==> src/rtl/lfsr_pkg.sv <==
// Shared types and tap constants for the parametrised Fibonacci LFSR keystream generator.
package lfsr_pkg;

   typedef enum logic [1:0] {
      UNSEEDED = 2'd0,
      PRIME    = 2'd1,
      RUN      = 2'd2
   } lfsr_state_e;

   // x^128 + x^7 + x^2 + x + 1
   localparam logic [127:0] TAPS_128    = 128'h87;
   localparam logic [7:0]   TAPS_TEST_8 = 8'h71;

endpackage : lfsr_pkg

==> src/rtl/lfsr_step_n.sv <==
// Combinational N-step advance of a Fibonacci LFSR: fb = ^(s & TAPS), s' = {fb, s[WIDTH-1:1]}.
module lfsr_step_n
   import lfsr_pkg::*;
#(
   parameter int unsigned      WIDTH = 128,
   parameter logic [WIDTH-1:0] TAPS  = WIDTH'(TAPS_128),
   parameter int unsigned      N     = 8
) (
   input  logic [WIDTH-1:0] state_i,
   output logic [WIDTH-1:0] state_c_o
);

   logic [WIDTH-1:0] s;

   // Unrolled chain of single steps; bit 0 of each intermediate is the bit shifted out.
   always_comb begin
      s = state_i;
      for (int unsigned i = 0; i < N; i++) begin
         s = {^(s & TAPS), s[WIDTH-1:1]};
      end
      state_c_o = s;
   end

endmodule : lfsr_step_n

==> src/rtl/lfsr_prng_stream.sv <==
// LFSR keystream source: runtime seeding with zero rejection, OUT_W bits per valid/ready transfer.
module lfsr_prng_stream
   import lfsr_pkg::*;
#(
   parameter int unsigned      WIDTH = 128,
   parameter logic [WIDTH-1:0] TAPS  = WIDTH'(TAPS_128),
   parameter int unsigned      OUT_W = 8,
   parameter int unsigned      CNT_W = 32
) (
   input  logic             i_clk,
   input  logic             i_reset_n,
   input  logic             i_seed_load,
   input  logic [WIDTH-1:0] i_seed,
   output logic             o_seed_err,
   output logic             o_seeded,
   output logic [OUT_W-1:0] o_data,
   output logic             o_valid,
   input  logic             i_ready,
   output logic [CNT_W-1:0] o_word_cnt
);

   lfsr_state_e      state_q, state_d;
   logic [WIDTH-1:0] lfsr_q, lfsr_d;
   logic [WIDTH-1:0] lfsr_adv;
   logic [OUT_W-1:0] data_q, data_d;
   logic             valid_q, valid_d;
   logic [CNT_W-1:0] cnt_q, cnt_d;
   logic             seeded_q, seeded_d;
   logic             seed_err_q, seed_err_d;
   logic             xfer;
   logic             seed_ok;
   logic             seed_zero;

   lfsr_step_n #(
      .WIDTH (WIDTH),
      .TAPS  (TAPS),
      .N     (OUT_W)
   ) u_step (
      .state_i   (lfsr_q),
      .state_c_o (lfsr_adv)
   );

   assign xfer      = valid_q & i_ready;
   assign seed_ok   = i_seed_load & (i_seed != '0);
   assign seed_zero = i_seed_load & (i_seed == '0);

   // Next-state: stream FSM first, then an accepted seed overrides it (after the transfer is counted).
   always_comb begin
      state_d    = state_q;
      lfsr_d     = lfsr_q;
      data_d     = data_q;
      valid_d    = valid_q;
      cnt_d      = cnt_q;
      seeded_d   = seeded_q;
      seed_err_d = 1'b0;

      case (state_q)
         UNSEEDED: ;
         PRIME: begin
            data_d  = lfsr_q[OUT_W-1:0];
            lfsr_d  = lfsr_adv;
            valid_d = 1'b1;
            state_d = RUN;
         end
         RUN: begin
            if (xfer) begin
               data_d = lfsr_q[OUT_W-1:0];
               lfsr_d = lfsr_adv;
               cnt_d  = cnt_q + CNT_W'(1);
            end
         end
         default: state_d = UNSEEDED;
      endcase

      if (seed_ok) begin
         lfsr_d   = i_seed;
         valid_d  = 1'b0;
         cnt_d    = '0;
         seeded_d = 1'b1;
         state_d  = PRIME;
      end

      if (seed_zero) begin
         seed_err_d = 1'b1;
      end
   end

   always_ff @(posedge i_clk) begin
      if (!i_reset_n) begin
         state_q    <= UNSEEDED;
         lfsr_q     <= '0;
         data_q     <= '0;
         valid_q    <= 1'b0;
         cnt_q      <= '0;
         seeded_q   <= 1'b0;
         seed_err_q <= 1'b0;
      end else begin
         state_q    <= state_d;
         lfsr_q     <= lfsr_d;
         data_q     <= data_d;
         valid_q    <= valid_d;
         cnt_q      <= cnt_d;
         seeded_q   <= seeded_d;
         seed_err_q <= seed_err_d;
      end
   end

   assign o_data     = data_q;
   assign o_valid    = valid_q;
   assign o_word_cnt = cnt_q;
   assign o_seeded   = seeded_q;
   assign o_seed_err = seed_err_q;

endmodule : lfsr_prng_stream

==> config.mk <==
export PLATFORM = sky130hd
export DESIGN_NAME = lfsr_prng_stream
export DESIGN_NICKNAME = d
export VERILOG_FILES = /design/src/rtl/lfsr_pkg.sv /design/src/rtl/lfsr_step_n.sv /design/src/rtl/lfsr_prng_stream.sv
export SDC_FILE = /design/constraint.sdc
export NUM_CORES = 1
export LEC_CHECK = 0
export CAP_MARGIN = 20
export CORE_ASPECT_RATIO = 0.7
export CORE_UTILIZATION = 48
export DETAILED_ROUTE_END_ITERATION = 10
export GPL_TIMING_DRIVEN = 0
export PLACE_DENSITY = 0.82
export SYNTH_ARGS = -nofsm -noshare
export SYNTH_HDL_FRONTEND = slang
export SYNTH_SLANG_ARGS = --single-unit
==> constraint.sdc <==
create_clock -name i_clk -period 1.7 [get_ports i_clk]
set_input_delay 0.255 -clock i_clk [delete_from_list [all_inputs] [get_ports i_clk]]
set_output_delay 0.255 -clock i_clk [all_outputs]
set_load 0.05 [all_outputs]
==> run metrics <==
XOR/XNOR share of the synthesized area=5.03%; Startpoint Class=flip-flop; failing checks=negative setup slack; Num CTS Buffers=17; Post-synth EDFFs=0; share of post-route cells with drive strength above 1=32.1%; Simple-Gate Fraction of Synth Area=22.7%; GRT Total Usage=26.3%; CP Capture Type=flip-flop; Clock Path Buffers=2; clock skew=0.0106 ns; largest family of logic cells by synthesized area=multiplexers; placer congestion estimate=0.864; core footprint=18900 um^2; die width=168 um; Hold Crit Class=primary input to flip-flop; mux share of post-synthesis cell area=28.6%; critical path type=flip-flop to flip-flop; Cell Rows=42; P_leak=6.44 nW; DRC Markers=0; dpl hpwl=19.1 mm; IO Port Bufs=173; post-synthesis compound-gate area fraction=1.52%; clk slew on worst S/H paths=0.07 ns; number of DRC markers in iteration 0=764; Synth Instances=991; CP max stage cell=dfxtp_4; Worst VDD drop=0.702 mV; final hold slack=0.0776 ns; Die ar.=19800 um^2; async set or reset register ratio after synthesis=0%; CTS H-tree depth=4; largest net degree at the start of global routing=17; global-route wire length before repair=40.8 mm; Post-Route WL=30.2 mm; max cap viols=0; Yosys cell types=34; area delta synth->final=43.3%; PwrDens=784 nW/um^2; Initial Util=49.0%; initial antenna violation count=2; max_slew headroom=50.3%; Synth top area share=37.5%; largest stage delay on the critical path=0.38 ns; mapped cell area=9240 um^2; adder-cell area share of the yosys netlist=0.135%; IO Pins=175; top cells by area, synth=dfxtp_1, mux2_2, mux2i_1; Worst Hold Launch=i_seed[2]; Slew Viols, Final=0; outcome=finished with violations; post-route ant nets=0; DR WL/cell=20.6 um; Period Utilization, post-route=117%; Nets=1344; CTS root buffer=clkbuf_16; syn_nets=1124; global route overflow=0; crit path cell chain=and4b_1, buf_6, or2_4, buf_8, buf_12, clkbuf_16, mux2_2, nand2_1, mux2i_1; CP startpoint=state_q[0]; Max Freq=0.505 GHz; number of warnings issued by yosys=0; hold_buf cts=0; Final Critical Period=1.98 ns; sequential-to-total area share from yosys stat=37.5%; worst skew pair latency=0.43 ns; arrival time at the worst endpoint=2.30 ns; vias in the first global route=7683; ys flop type=dfxtp_1; DR vias=8453; final hold vios=0; Yosys reg bits=173; Worst R2R Start=state_q[0]; CTS tree=yes; Worst-Margin Slew=0.746 ns; Final setup viols=170; die height=118 um; Yosys top cell by area=dfxtp_1; final setup margin=-0.281 ns; RSZ-0062 raised after global routing=true; Worst Path Max Fanout=7; WP data required=2.02 ns; Mapped Avg Cell Area=9.32 um^2; vias per cell=5.77; setup TNS=-23.70 ns; # clock sinks=173; drt pass-1 iters=5
==> layout by cell type (no fill, tap or decap), drive strengths merged <==
master         Yosys  routed
a21boi             9       9
a21oi              1       1
and3               4       4
and3b              1       1
and4               3       3
and4b              1       1
buf               47      71
bufinv             0       4
clkbuf            27      93
clkdlybuf4s15      0      20
clkdlybuf4s50      0       2
clkinv             0       3
clkinvlp           0       1
dfxtp            173     173
diode              0       2
dlygate4sd2        0      41
dlymetal6s2s       0      70
ha                 1       1
inv                5       5
mux2             120     120
mux2i            129     129
nand2            285     285
nand3              9       9
nand4             14      14
nand4b             1       1
nand4bb            1       1
nor2               7       7
nor2b              1       1
nor3               9       9
nor3b             33      33
nor4              45      45
o211ai             8       8
o21a               1       1
or2                1       1
or3                2       2
xnor2             38      38
xor2              15      15
==> cells in the mapped netlist (3+ instances only) <==
library cell and count:
nand4_1 14, and3_1 4, nand2_1 285, clkbuf_1 27, nor3b_2 33, o211ai_1 8
buf_1 12, nand3_1 9, buf_2 23, inv_1 5, xor2_1 15, nor4_1 43
xnor2_1 38, a21boi_0 8, nor3_1 9, mux2i_1 129, buf_6 12, mux2_2 120
dfxtp_1 173, and4_1 3, nor2_1 6
==> metrics by stage <==
stage               utilization (%)  cell area [um^2]  cells  total power, W  setup WS [ns]
floorplan                         -              9460    991         0.00540        -0.0988
global placement               60.9             11500   1406         0.00602          -1.22
detailed placement             60.9             11500   1406         0.00605          -1.25
CTS                            64.8             12200   1439          0.0101         -0.248
global route                   70.1             13200   1465          0.0107         -0.314
finish                         70.1             13200   1466          0.0104         -0.281
==> layout make-up <==
type                            instances  area (um^2)
Multi-Input combinational cell        739         5900
Fill cell                            1279         5630
Sequential cell                       173         3530
Timing Repair Buffer                  203         2210
Buffer                                 72          663
Clock buffer                           22          464
Tap cell                              242          303
Clock inverter                          8          143
Inverter                                5         18.8
Antenna cell                            2         5.00
==> sequential cells by signal, summed over array words and instances (netlist names) <==
signal	cells
o_word_cnt	32
lfsr_q	128
o_valid	1
o_seed_err	1
o_data	8
state_q	2
o_seeded	1
==> power breakdown <==
group	internal (W)	leakage [nW]	switching, W
combinational	0.000921	4.71	0.000870
sequential	0.00425	1.44	0.000160
clock	0.00252	0.296	0.00165
==> critical path: cells and delay by family, from the launching register on <==
kind          cells  cell delay (ns)
buf+inv           4             0.57
simple gates      3             0.56
flops             1             0.38
mux               2             0.36
==> repair_timing <==
item,CTS,global route
gates resized for setup,156,300
setup buffers,2,11
hold endpoints to repair,0,0
pin swaps,22,81
setup endpoints to repair,216,214
cloned,1,16
==> logic make-up (layout without fill, tap and decap cells) <==
| logic type | Yosys count | in the layout |
|---|---|---|
| AOI/OAI and AO/OA | 19 | 19 |
| xor gates and xnor gates | 53 | 53 |
| adders and majority gates | 1 | 1 |
| buffers and inverters | 79 | 310 |
| DFF | 173 | 173 |
| muxes | 249 | 249 |
| other | 0 | 2 |
| and+or+nand+nor | 417 | 417 |
==> worst paths after layout <==
path,depth (start not counted),slack (ns),to
min reg2reg,2,0.46,o_data[4]
min,3,0.08,lfsr_q[2]
max reg2reg,9,-0.28,lfsr_q[61]
max,9,-0.28,lfsr_q[61]
==> routing by layer <==
metal	up-vias	wire length, um	global-route usage, %	share of wire (%)
li1	3870	-	-	-
met1	4069	13400	37.0	44
met2	453	13700	40.1	45
met3	61	2450	6.56	8.1
met4	0	722	6.19	2.4
met5	-	0	0	0
Power figures use the tool's default switching activity.
